## src/rtl/f_fetch_queue.sv

```systemverilog
// rtl/f_fetch_queue.sv - decoupled instruction-fetch stage with a DEPTH-entry prefetch queue
//
// Holds the fetch PC, reads a combinational instruction memory and buffers
// fetched words {pc, instr, adel} toward the D stage with a valid/ready
// handshake. req / eret / redirect (in that priority) reload the fetch PC
// and flush the queue.
//
// Optional feature macro: FETCH_BYPASS_EN
//   defined   - with an empty queue and no redirect, the current fetch word
//               drives out_* combinationally (zero-cycle fetch-to-output)
//   undefined - out_* comes only from the queue head (one-cycle latency)
//
// Ports:
//   clk_i, reset_i          clock (rising edge), asynchronous active-high reset
//   req_i                   exception entry, fetch restarts at EXC_PC
//   eret_i, epc_i           exception return, fetch restarts at epc_i
//   redirect_i, redirect_pc_i  D-stage branch/jump, fetch restarts at redirect_pc_i
//   imem_addr_o             instruction memory address (= fetch_pc_o)
//   imem_rdata_i            combinational instruction memory read data
//   out_valid_o, out_ready_i   head handshake toward D
//   out_pc_o, out_instr_o, out_adel_o  head entry (all zero when empty)
//   fetch_pc_o              current fetch PC
module f_fetch_queue #(
    parameter int                 ADDR_W   = 32,
    parameter logic [ADDR_W-1:0]  RESET_PC = 32'h0000_3000,
    parameter logic [ADDR_W-1:0]  EXC_PC   = 32'h0000_4180,
    parameter logic [ADDR_W-1:0]  IM_BASE  = 32'h0000_3000,
    parameter logic [ADDR_W-1:0]  IM_END   = 32'h0000_6FFF,
    parameter int                 DEPTH    = 4
) (
    input  logic              clk_i,
    input  logic              reset_i,
    input  logic              req_i,
    input  logic              eret_i,
    input  logic [ADDR_W-1:0] epc_i,
    input  logic              redirect_i,
    input  logic [ADDR_W-1:0] redirect_pc_i,
    output logic [ADDR_W-1:0] imem_addr_o,
    input  logic [ADDR_W-1:0] imem_rdata_i,
    output logic              out_valid_o,
    input  logic              out_ready_i,
    output logic [ADDR_W-1:0] out_pc_o,
    output logic [ADDR_W-1:0] out_instr_o,
    output logic              out_adel_o,
    output logic [ADDR_W-1:0] fetch_pc_o
);

    localparam int              PTR_W    = $clog2(DEPTH);
    localparam logic [PTR_W:0]  FULL_CNT = (PTR_W + 1)'(DEPTH);

    logic [ADDR_W-1:0] fetch_pc_q, fetch_pc_d;
    logic [PTR_W-1:0]  head_q, head_d, tail_q, tail_d;
    logic [PTR_W:0]    count_q, count_d;

    logic [ADDR_W-1:0] pc_mem    [DEPTH];
    logic [ADDR_W-1:0] instr_mem [DEPTH];
    logic              adel_mem  [DEPTH];

    logic              fetch_adel;
    logic [ADDR_W-1:0] fetch_instr;
    logic              flush, q_valid, q_pop, push, advance;
    logic              bypass, byp_take;

    // Fetch word and handshake decisions
    always_comb begin
        fetch_adel  = (fetch_pc_q[1:0] != 2'b00) || (fetch_pc_q < IM_BASE) || (fetch_pc_q > IM_END);
        fetch_instr = fetch_adel ? '0 : imem_rdata_i;
        flush       = req_i || eret_i || redirect_i;
        q_valid     = (count_q != '0);
        // A flush discards any same-cycle pop, so the pop only matters without flush.
        q_pop       = q_valid && out_ready_i;
`ifdef FETCH_BYPASS_EN
        bypass      = !q_valid && !flush;
        byp_take    = bypass && out_ready_i;
`else
        bypass      = 1'b0;
        byp_take    = 1'b0;
`endif
        // A word consumed straight through the bypass never enters the queue.
        push        = !flush && !byp_take && ((count_q < FULL_CNT) || q_pop);
        advance     = push || byp_take;
    end

    // Next-state
    always_comb begin
        fetch_pc_d = fetch_pc_q;
        head_d     = head_q;
        tail_d     = tail_q;
        count_d    = count_q;
        if (req_i)
            fetch_pc_d = EXC_PC;
        else if (eret_i)
            fetch_pc_d = epc_i;
        else if (redirect_i)
            fetch_pc_d = redirect_pc_i;
        else if (advance)
            fetch_pc_d = fetch_pc_q + ADDR_W'(4);

        if (flush) begin
            head_d  = '0;
            tail_d  = '0;
            count_d = '0;
        end else begin
            if (q_pop)
                head_d = head_q + 1'b1;
            if (push)
                tail_d = tail_q + 1'b1;
            case ({push, q_pop})
                2'b10:   count_d = count_q + 1'b1;
                2'b01:   count_d = count_q - 1'b1;
                default: count_d = count_q;
            endcase
        end
    end

    always_ff @(posedge clk_i or posedge reset_i) begin
        if (reset_i) begin
            fetch_pc_q <= RESET_PC;
            head_q     <= '0;
            tail_q     <= '0;
            count_q    <= '0;
        end else begin
            fetch_pc_q <= fetch_pc_d;
            head_q     <= head_d;
            tail_q     <= tail_d;
            count_q    <= count_d;
        end
    end

    // Entry storage needs no reset: it is only visible while count_q covers it.
    always_ff @(posedge clk_i) begin
        if (push) begin
            pc_mem[tail_q]    <= fetch_pc_q;
            instr_mem[tail_q] <= fetch_instr;
            adel_mem[tail_q]  <= fetch_adel;
        end
    end

    // Outputs
    always_comb begin
        imem_addr_o = fetch_pc_q;
        fetch_pc_o  = fetch_pc_q;
        out_valid_o = 1'b0;
        out_pc_o    = '0;
        out_instr_o = '0;
        out_adel_o  = 1'b0;
        if (bypass) begin
            out_valid_o = 1'b1;
            out_pc_o    = fetch_pc_q;
            out_instr_o = fetch_instr;
            out_adel_o  = fetch_adel;
        end else if (q_valid) begin
            out_valid_o = 1'b1;
            out_pc_o    = pc_mem[head_q];
            out_instr_o = instr_mem[head_q];
            out_adel_o  = adel_mem[head_q];
        end
    end

endmodule
```

## config.mk

```make
export PLATFORM = sky130hd
export DESIGN_NAME = f_fetch_queue
export DESIGN_NICKNAME = d
export VERILOG_FILES = /design/src/rtl/f_fetch_queue.sv
export SDC_FILE = /design/constraint.sdc
export NUM_CORES = 1
export LEC_CHECK = 0
export ABC_AREA = 1
export CORE_MARGIN = 10
export CORE_UTILIZATION = 55
export CTS_CLUSTER_SIZE = 10
export DETAILED_ROUTE_END_ITERATION = 8
export GPL_ROUTABILITY_DRIVEN = 1
export GPL_TIMING_DRIVEN = 0
export PLACE_DENSITY = 0.91
export SLEW_MARGIN = 30
export SYNTH_ARGS = -nofsm -noshare
export SYNTH_HDL_FRONTEND = slang
export SYNTH_SLANG_ARGS = --single-unit
```

## constraint.sdc

```tcl
create_clock -name clk_i -period 7 [get_ports clk_i]
set_input_delay 1.4 -clock clk_i [delete_from_list [all_inputs] [get_ports clk_i]]
set_output_delay 1.4 -clock clk_i [all_outputs]
set_load 0.005 [all_outputs]
```

==> key figures, run 1 <==
Route
  • Antenna Nets Post-Route: 0
  • 1st-iter DRT viols: 1232
  • Remaining DRCs: 0
  • Drt pass-1 iters: 7
  • Vias per Instance: 5.64
  • Final WL: 41100 µm
  • Vias: 11300
  • Average wire per standard cell: 20.6 µm

Synth
  • Yosys cell types: 40
  • Yosys warns: 0
  • Cell Area, Synth: 13700 µm²
  • Mapped Cells: 1382
  • Synth top area cells: edfxtp_1 57%, nor2_1 10%, dfrtp_1 6.7%, o21ai_0 5.4%, nand2_1 4.6%
  • Syn Nets: 1490
  • Yosys top cell by area: edfxtp_1
  • Top-area cell type share of the netlist area: 0.569
  • #FFs+latches synth: 299
  • Syn_area_per_cell: 9.94 µm²
  • Register area share after synthesis: 0.640

Setup path
  • R2r setup slk: 4.46 ns
  • Cells along the critical path: buf_2, inv_2, buf_2, clkbuf_1, o21ai_0, a21oi_1, clkdlybuf4s50_1
  • Worst Reg-to-Reg Cells: 8
  • Critical Path End Type: output pin
  • CP Capture Point: out_pc_o[14]
  • Worst Path Required: 5.60 ns
  • Crit path max-delay cell type: clkdlybuf4s50_1
  • Critical Path AT: 3.04 ns
  • Cell mode on critical path: buf_2
  • CP max stage delay: 0.58 ns
  • RR Endpoint: instr_mem[2][2]
  • Critical path peak fanout: 10
  • CP startpoint kind: flop
  • Worst r2r src: count_q[2]
  • Critical path class: reg2out
  • CP startpoint: head_q[0]

Global route
  • GRT Total Usage: 0.256
  • Global-route wire length before repair: 62900 µm
  • Largest net degree at the start of global routing: 27
  • Number of global-route vias before repair: 11500
  • Initial antenna violation count: 0
  • GRT overflow: 0

Clock tree
  • Clock transition at path regs: 0.06 ns
  • Post-cts resize count: 0
  • Number of H-tree levels: 2
  • Postcts setup bufs: 0
  • Post-CTS Hold Fix Bufs: 0
  • CTS Sinks: 299
  • CTS Buf Count: 35
  • CTS max path bufs: 3
  • Clk Latency, worst-skew pair: 0.51 ns
  • Root buf cell: clkbuf_16
  • CTS tree: yes

STA
  • Period utilization: 0.634
  • RSZ-0062 raised after global routing: false
  • Period minus WS final: 4.44 ns
  • Setup TNS Final: 0 ns
  • Setup violators final: 0
  • Relative slew margins: 0.515
  • F_max: 0.225 GHz
  • Pins Over Slew Limit: 0
  • Fin. Hold Viols: 0
  • Hold WS: 0.573 ns
  • Worst Skew: 0.0254 ns
  • Actual slew at the worst max-slew pin: 0.725 ns

Floorplanning
  • I/O Pins: 232
  • Die Span X: 178 µm
  • Die ar.: 31700 µm²
  • Core area: 24500 µm²
  • Die H: 178 µm
  • Starting density of the core: 0.561
  • Std cell rows: 57

Place
  • IO Port Bufs: 230
  • DP Cell Count: 1949
  • DP Wirelength: 28700 µm
  • Placer Congestion: 0.958

Finish
  • Sequential Area: 8790 µm²
  • Area Growth Syn to Fin: 29.2%
  • Layout cells sized above 1: 0.0931
  • Multi-input logic area: 4100 µm²
  • Fillers: 1668
  • ANT cells: 0
  • Nets: 1770
  • Non-Filler Instances: 2000

Pwr
  • Cell Pwr Density: 220 nW/µm²
  • Maximum vdd drop: 0.156 mV
  • P_leak: 6.65 nW

Status
  • Status: finished, final reports clean

Hold path
  • Hold crit path type: reg2reg
  • Hold Path Cell Cnt: 2
  • Hold Path Origin: fetch_pc_o[13]

Flow run
  • Max-Cap Viols: 0
## Yosys cell counts
master / count
a22o_1: 1
inv_4: 1
nand3_2: 1
nand2_4: 4
o21ai_0: 149
nand2_1: 169
xnor2_1: 3
edfxtp_1: 260
clkinv_2: 1
o21bai_1: 4
buf_4: 36
inv_2: 3
xor2_1: 4
buf_2: 28
buf_6: 4
nor4_1: 2
nand3b_1: 2
o21ai_1: 1
or2_1: 1
nor2_2: 11
nor3_1: 2
inv_1: 71
dfstp_2: 2
dfrtp_1: 37
nor2_1: 378
a21oi_1: 98
clkbuf_1: 30
buf_1: 5
nand3_4: 1
nand2_2: 5
nor2_8: 1
nor2_4: 4
and2_1: 3
nand4_1: 3
o211ai_1: 4
fa_1: 1
a22oi_1: 2
nand3_1: 42
ha_1: 5
o22ai_1: 3
## routing by layer
layer | vias up | global-route usage | share of wire | wire (µm)
li1 | 5187 | - | - | -
met1 | 5279 | 0.307 | 0.37 | 15000
met2 | 706 | 0.430 | 0.49 | 20300
met3 | 101 | 0.0708 | 0.11 | 4510
met4 | 0 | 0.0993 | 0.031 | 1280
met5 | - | 0 | 0 | 0
## cell families after synthesis
kind of cell	synth area share
flip-flops	0.640
XOR/XNOR	0.00446
AND/OR/NAND/NOR	0.188
buffers and inverters	0.0638
adder cells (fa/ha/maj)	0.00601
AO/OA/AOI/OAI	0.0979
## cell type report
cell class,instances,share of cell area
inverters,76,0.0163
clock inverters,1,0.000494
multi-input cells,904,0.231
clock buffers,50,0.0525
flip-flops and latches,299,0.495
repair buffers,243,0.148
well taps,324,0.0229
plain buffers,103,0.0331
## critical path: cells and delay by family, from the launching register on
kind                   cells  cell delay, ns
buffers and inverters      5            1.65
flip-flops                 1            0.38
AO/OA/AOI/OAI              2            0.50
## cells in the final DEF (no fill, tap or decap), drive strengths merged
cell           netlist  routed
o22ai                3       3
dfrtp               37      37
ha                   5       5
clkinv               1       1
clkbuf              30      80
o211ai               4       4
nand2              178     178
a22oi                2       2
nand3               44      44
xor2                 4       4
nor3                 2       2
o21bai               4       4
edfxtp             260     260
fa                   1       1
a21oi               98      98
or2                  1       1
nor4                 2       2
dfstp                2       2
and2                 3       3
clkdlybuf4s50        0     230
o21ai              150     150
nor2               394     394
a22o                 1       1
nand4                3       3
inv                 75      76
buf                 73      86
xnor2                3       3
nand3b               2       2
## report_power, final
part / internal, W / leakage, nW / switching (W)
Sequential: 0.00196 / 2.88 / 0.0000552
Combinational: 0.000179 / 3.31 / 0.000148
Clock: 0.000913 / 0.454 / 0.000647
Total: 0.00305 / 6.65 / 0.000850
## registers in the layout, indices dropped and copies added (netlist names)
name,flops
adel_mem,4
count_q,3
fetch_pc_o,32
head_q,2
instr_mem,128
pc_mem,128
tail_q,2
## worst min path at each step
stage,to,slack [ns]
floorplan,fetch_pc_o[13],0.51
global placement,tail_q[0],0.53
detailed placement,tail_q[0],0.56
CTS,fetch_pc_o[13],0.57
global route,fetch_pc_o[13],0.59
finish,fetch_pc_o[13],0.57
## metrics by stage
stage	cell area, µm²	total power [W]	util	worst slack [ns]
after floorplan	13700	0.00216	-	1.89
after global placement	16400	0.00236	0.672	-0.509
after detailed placement	16800	0.00238	0.687	3.01
after CTS	17700	0.00391	0.725	2.56
after global routing	17700	0.00402	0.725	2.45
final	17700	0.00390	0.725	2.56
Power figures use the tool's default switching activity.
==> run 2, diff against run 1 <==
Settings changed: CORE_UTILIZATION 55 to 48, PLACE_DENSITY 0.91 to 0.85.
Clock period 7 ns to 4 ns, I/O delays scaled along.
==> key figures, run 2 (synthesis results as in run 1) <==
Status
  • Status: finished, final reports clean

Global route
  • Number of global-route vias before repair: 11200 (-2.4%)
  • Global-route wire length before repair: 61700 µm (-2.0%)
  • GRT overflow: 0 (unchanged)
  • GRT Total Usage: 0.217 (-0.0381)
  • Largest net degree at the start of global routing: 22 (-19%)
  • Initial antenna violation count: 0 (unchanged)

Clock tree
  • CTS max path bufs: 3 (unchanged)
  • CTS tree: yes
  • Postcts setup bufs: 0 (unchanged)
  • Post-CTS Hold Fix Bufs: 0 (unchanged)
  • Clk Latency, worst-skew pair: 0.51 ns (about the same)
  • Post-cts resize count: 0 (unchanged)
  • Number of H-tree levels: 2 (unchanged)
  • Root buf cell: clkbuf_16
  • CTS Sinks: 299 (unchanged)
  • CTS Buf Count: 36 (+2.9%)
  • Clock transition at path regs: 0.06 ns (about the same)

STA
  • Setup TNS Final: 0 ns (unchanged)
  • F_max: 0.264 GHz
  • Period utilization: 0.946
  • Pins Over Slew Limit: 0 (unchanged)
  • Actual slew at the worst max-slew pin: 0.645 ns (-0.0798 ns)
  • RSZ-0062 raised after global routing: false
  • Relative slew margins: 0.569 (+0.0533)
  • Period minus WS final: 3.78 ns
  • Worst Skew: 0.0232 ns (-0.00227 ns)
  • Setup violators final: 0 (unchanged)
  • Fin. Hold Viols: 0 (unchanged)

Route
  • Vias: 11100 (-1.9%)
  • Antenna Nets Post-Route: 0 (unchanged)
  • Drt pass-1 iters: 8 (+1)
  • Average wire per standard cell: 19.5 µm (-5.4%)
  • 1st-iter DRT viols: 997 (-19%)
  • Vias per Instance: 5.39 (-4.4%)
  • Final WL: 39900 µm (-2.9%)
  • Remaining DRCs: 0 (unchanged)

Floorplanning
  • Die Span X: 189 µm (+6.3%)
  • Die H: 189 µm (+6.3%)
  • Core area: 28000 µm² (+15%)
  • Std cell rows: 61 (+7.0%)
  • Die ar.: 35800 µm² (+13%)
  • Starting density of the core: 0.490 (-0.0711)
  • I/O Pins: 232 (unchanged)

Setup path
  • Cells along the critical path: buf_2, inv_2, buf_2, clkbuf_1, o21ai_0, a21oi_1, clkdlybuf4s50_1
  • Cell mode on critical path: buf_2
  • Critical path peak fanout: 10 (unchanged)
  • Crit path max-delay family: buffers and inverters
  • Critical Path End Type: output pin
  • Crit path max-delay cell type: clkdlybuf4s50_1
  • Worst Path Required: 3.20 ns (-2.40 ns)
  • CP max stage delay: 0.63 ns (+0.05 ns)
  • CP startpoint kind: flop
  • Critical Path AT: 2.98 ns (-0.06 ns)
  • Critical path class: reg2out
  • Worst path bufs/invs: 5 (unchanged)

Finish
  • Nets: 1771 (+0.056%)
  • Fillers: 2111 (+27%)
  • Commonest non-fill, non-tap cell in the layout: nor2_1
  • Area Growth Syn to Fin: 30.3%
  • Layout cells sized above 1: 0.0961 (+0.00304)
  • Finished Cell Area: 17900 µm² (+0.87%)
  • ANT cells: 0 (unchanged)
  • Non-Filler Instances: 2053 (+2.7%)
  • Commonest cells after routing, fill and taps aside: 374 x nor2_1, 260 x edfxtp_1, 230 x clkdlybuf4s50_1

Place
  • Placer Congestion: 0.884 (-7.7%)
  • IO Port Bufs: 230 (unchanged)
  • DP Cell Count: 2003 (+2.8%)
  • Placed Area: 16900 µm² (+0.49%)
  • DP Wirelength: 28000 µm (-2.3%)

Pwr
  • Cell Pwr Density: 388 nW/µm² (+76%)
  • Power, Total: 0.00695 W (+78%)
  • Maximum vdd drop: 0.230 mV (+48%)
  • P_leak: 6.70 nW (+0.71%)

Flow run
  • Max-Cap Viols: 0 (unchanged)

Hold path
  • Hold crit path type: reg2reg
run 2: path summary, 6_finish.rpt:
check                                 from                to  slack [ns]  cells after the start
worst max-delay path             head_q[0]      out_pc_o[16]        0.22                      7
worst min-delay path             tail_q[0]         tail_q[0]        0.57                      1
worst max register to register  count_q[2]  instr_mem[3][10]        1.43                      8
worst min register to register   tail_q[0]         tail_q[0]        0.57                      1
max in group asynchronous          reset_i    fetch_pc_o[13]        2.80                      3
min in group asynchronous          reset_i     fetch_pc_o[1]        0.65                      2
run 2: cell type report:
cell class | instances | area (µm²) | area share
plain buffers | 103 | 588 | 0.0329
clock buffers | 45 | 956 | 0.0534
clock inverters | 5 | 55.1 | 0.00308
inverters | 76 | 289 | 0.0162
multi-input cells | 904 | 4100 | 0.229
flip-flops and latches | 299 | 8790 | 0.491
well taps | 378 | 473 | 0.0264
repair buffers | 243 | 2650 | 0.148
run 2: power by group:
part	leakage (nW)	internal (W)	switching (W)
Combinational	3.32	0.000313	0.000255
Clock	0.492	0.00173	0.00112
Sequential	2.88	0.00344	0.0000941
run 2: routing by layer:
layer / routed length (µm) / track usage
met1: 15400 / 0.260
met2: 19200 / 0.372
met3: 4460 / 0.0650
met4: 835 / 0.0638
met5: 0 / 0
run 2: stage by stage:
| step | setup WS, ns | hold WS (ns) | util |
|---|---|---|---|
| 6_report | 0.217 | 0.569 | 0.639 |
| 5_1_grt | 0.0240 | 0.588 | 0.639 |
| 4_1_cts | 0.162 | 0.562 | 0.639 |
| 3_5_place_dp | 0.672 | 0.551 | 0.603 |
| 2_1_floorplan | -0.510 | 0.511 | - |
| 3_3_place_gp | -2.96 | 0.541 | 0.589 |
==> patch, RTL diff (settings of run 2) <==
Change the parameter `DEPTH` from 4 to 2.
--- a/src/rtl/f_fetch_queue.sv
+++ b/src/rtl/f_fetch_queue.sv
@@ -27,5 +27,5 @@
     parameter logic [ADDR_W-1:0]  IM_BASE  = 32'h0000_3000,
     parameter logic [ADDR_W-1:0]  IM_END   = 32'h0000_6FFF,
-    parameter int                 DEPTH    = 4
+    parameter int                 DEPTH    = 2
 ) (
     input  logic              clk_i,
Check against the original RTL: not equivalent (a bounded check fails within 4 cycles, from zero or initial values and one cycle with reset_i high).
==> patch against run 2 <==
  * Core utilization grew 5.7 points
  * Area after synthesis shrank 41%
  * Final area fell by 36%
  * Sequential share of layout area down 7.4 points
  * Worst setup slack gained 0.52 ns
  * Routed wire length shrank 38%
  * Power decreased by 41%
  * Clock power fell by 45%
  * Sequential cell count fell by 133
  * Die area down 37%
  * Largest cell class unchanged
  * Largest power group unchanged
==> patch: results (changes against run 2) <==
hold_path:
  whs_endpoint: "count_q[0]"  # was tail_q[0]
  min_from: "count_q[0]"  # was tail_q[0]
run_status:
  status: "finished clean"  # unchanged
setup_path:
  cp-startpoint: "head_q"  # was head_q[0]
  r2r-start: "count_q[1]"  # was count_q[2]
  reg2reg_to: "instr_mem[1][19]"  # was instr_mem[3][10]
  cp-endpoint: "out_pc_o[3]"  # was out_pc_o[16]
pwr:
  seq_power_share_pct: 48.5  # was 50.8%
  ir_worst_vdd_v: 0.000376  # was 0.000230 V
drt:
  wl_per_cell_um: 18.0  # was 19.5 um
  wl_met2_um: 12400  # was 19,200 um
  vias_per_cell: 5.14  # was 5.39
  first_pass_iters: 5  # was 8
synth:
  synth_edf_count: 130  # was 260
  yosys-top-cells-count: "nand2_1 (268), edfxtp_1 (130), nor2_1 (106)"  # was nor2_1 (378), edfxtp_1 (260), nand2_1 (169)
  synth_nets: 992  # was 1,490
  synthTopCellsByArea: "edfxtp_1 (48%), nand2_1 (12%), dfrtp_1 (10%)"  # was edfxtp_1 (57%), nor2_1 (10%), dfrtp_1 (6.7%)
  synth_cell_type_count: 41  # was 40
  syn_avg_cell_area_sq_um: 9.17  # was 9.94 sq um
grt:
  first_global_vias: 7122  # was 11,200
  grtUsageMet2_pct: 36.9  # was 37.2%
  grt_use_met1_pct: 26.0  # about the same
  grt_max_degree: 21  # was 22
final_layout:
  drive_gt1_share_pct: 10.7  # was 9.61%
clock_network:
  htreeDepth: 4  # was 2
  clk_latency_ns: 0.43  # was 0.51 ns
  cts_buffers: 17  # was 36
sta:
  period_share_pct: 81.7  # was 94.6%
  tightest_slew_ns: 0.678  # was 0.645 ns
place:
  dpl_cell_area_sq_um: 11000  # was 16,900 sq um
  dpl_worst_slack_ns: 0.774  # was 0.672 ns
  numPortBuffers: 231  # was 230
==> patch: cell count changes in the layout (fill, tap and decap cells not counted), moves of 11 or more <==
cell / delta
nor2_1: -270
edfxtp_1: -130
o21ai_0: -129
nand2_1: +99
clkbuf_1: -23
clkbuf_16: -20
a21oi_1: -15
o22ai_1: +15
buf_2: -11
==> patch: final cells by class <==
class | instances | area (sq um)
inverters | 70 | 265
well taps | 220 | 275
repair buffers | 239 | 2520
flip-flops and latches | 166 | 4810
clock inverters | 14 | 140
clock buffers | 18 | 439
multi-input cells | 583 | 2660
fillers | 1269 | 5040
plain buffers | 70 | 430
==> patch: cell families (layout without fill, tap and decap cells) <==
| kind of cell | count (synthesis) | count (layout) |
|---|---|---|
| buffers and inverters | 140 | 411 |
| XOR/XNOR | 5 | 5 |
| AND/OR/NAND/NOR | 443 | 443 |
| adder cells (fa/ha/maj) | 1 | 1 |
| AO/OA/AOI/OAI | 134 | 134 |
| flip-flops | 166 | 166 |
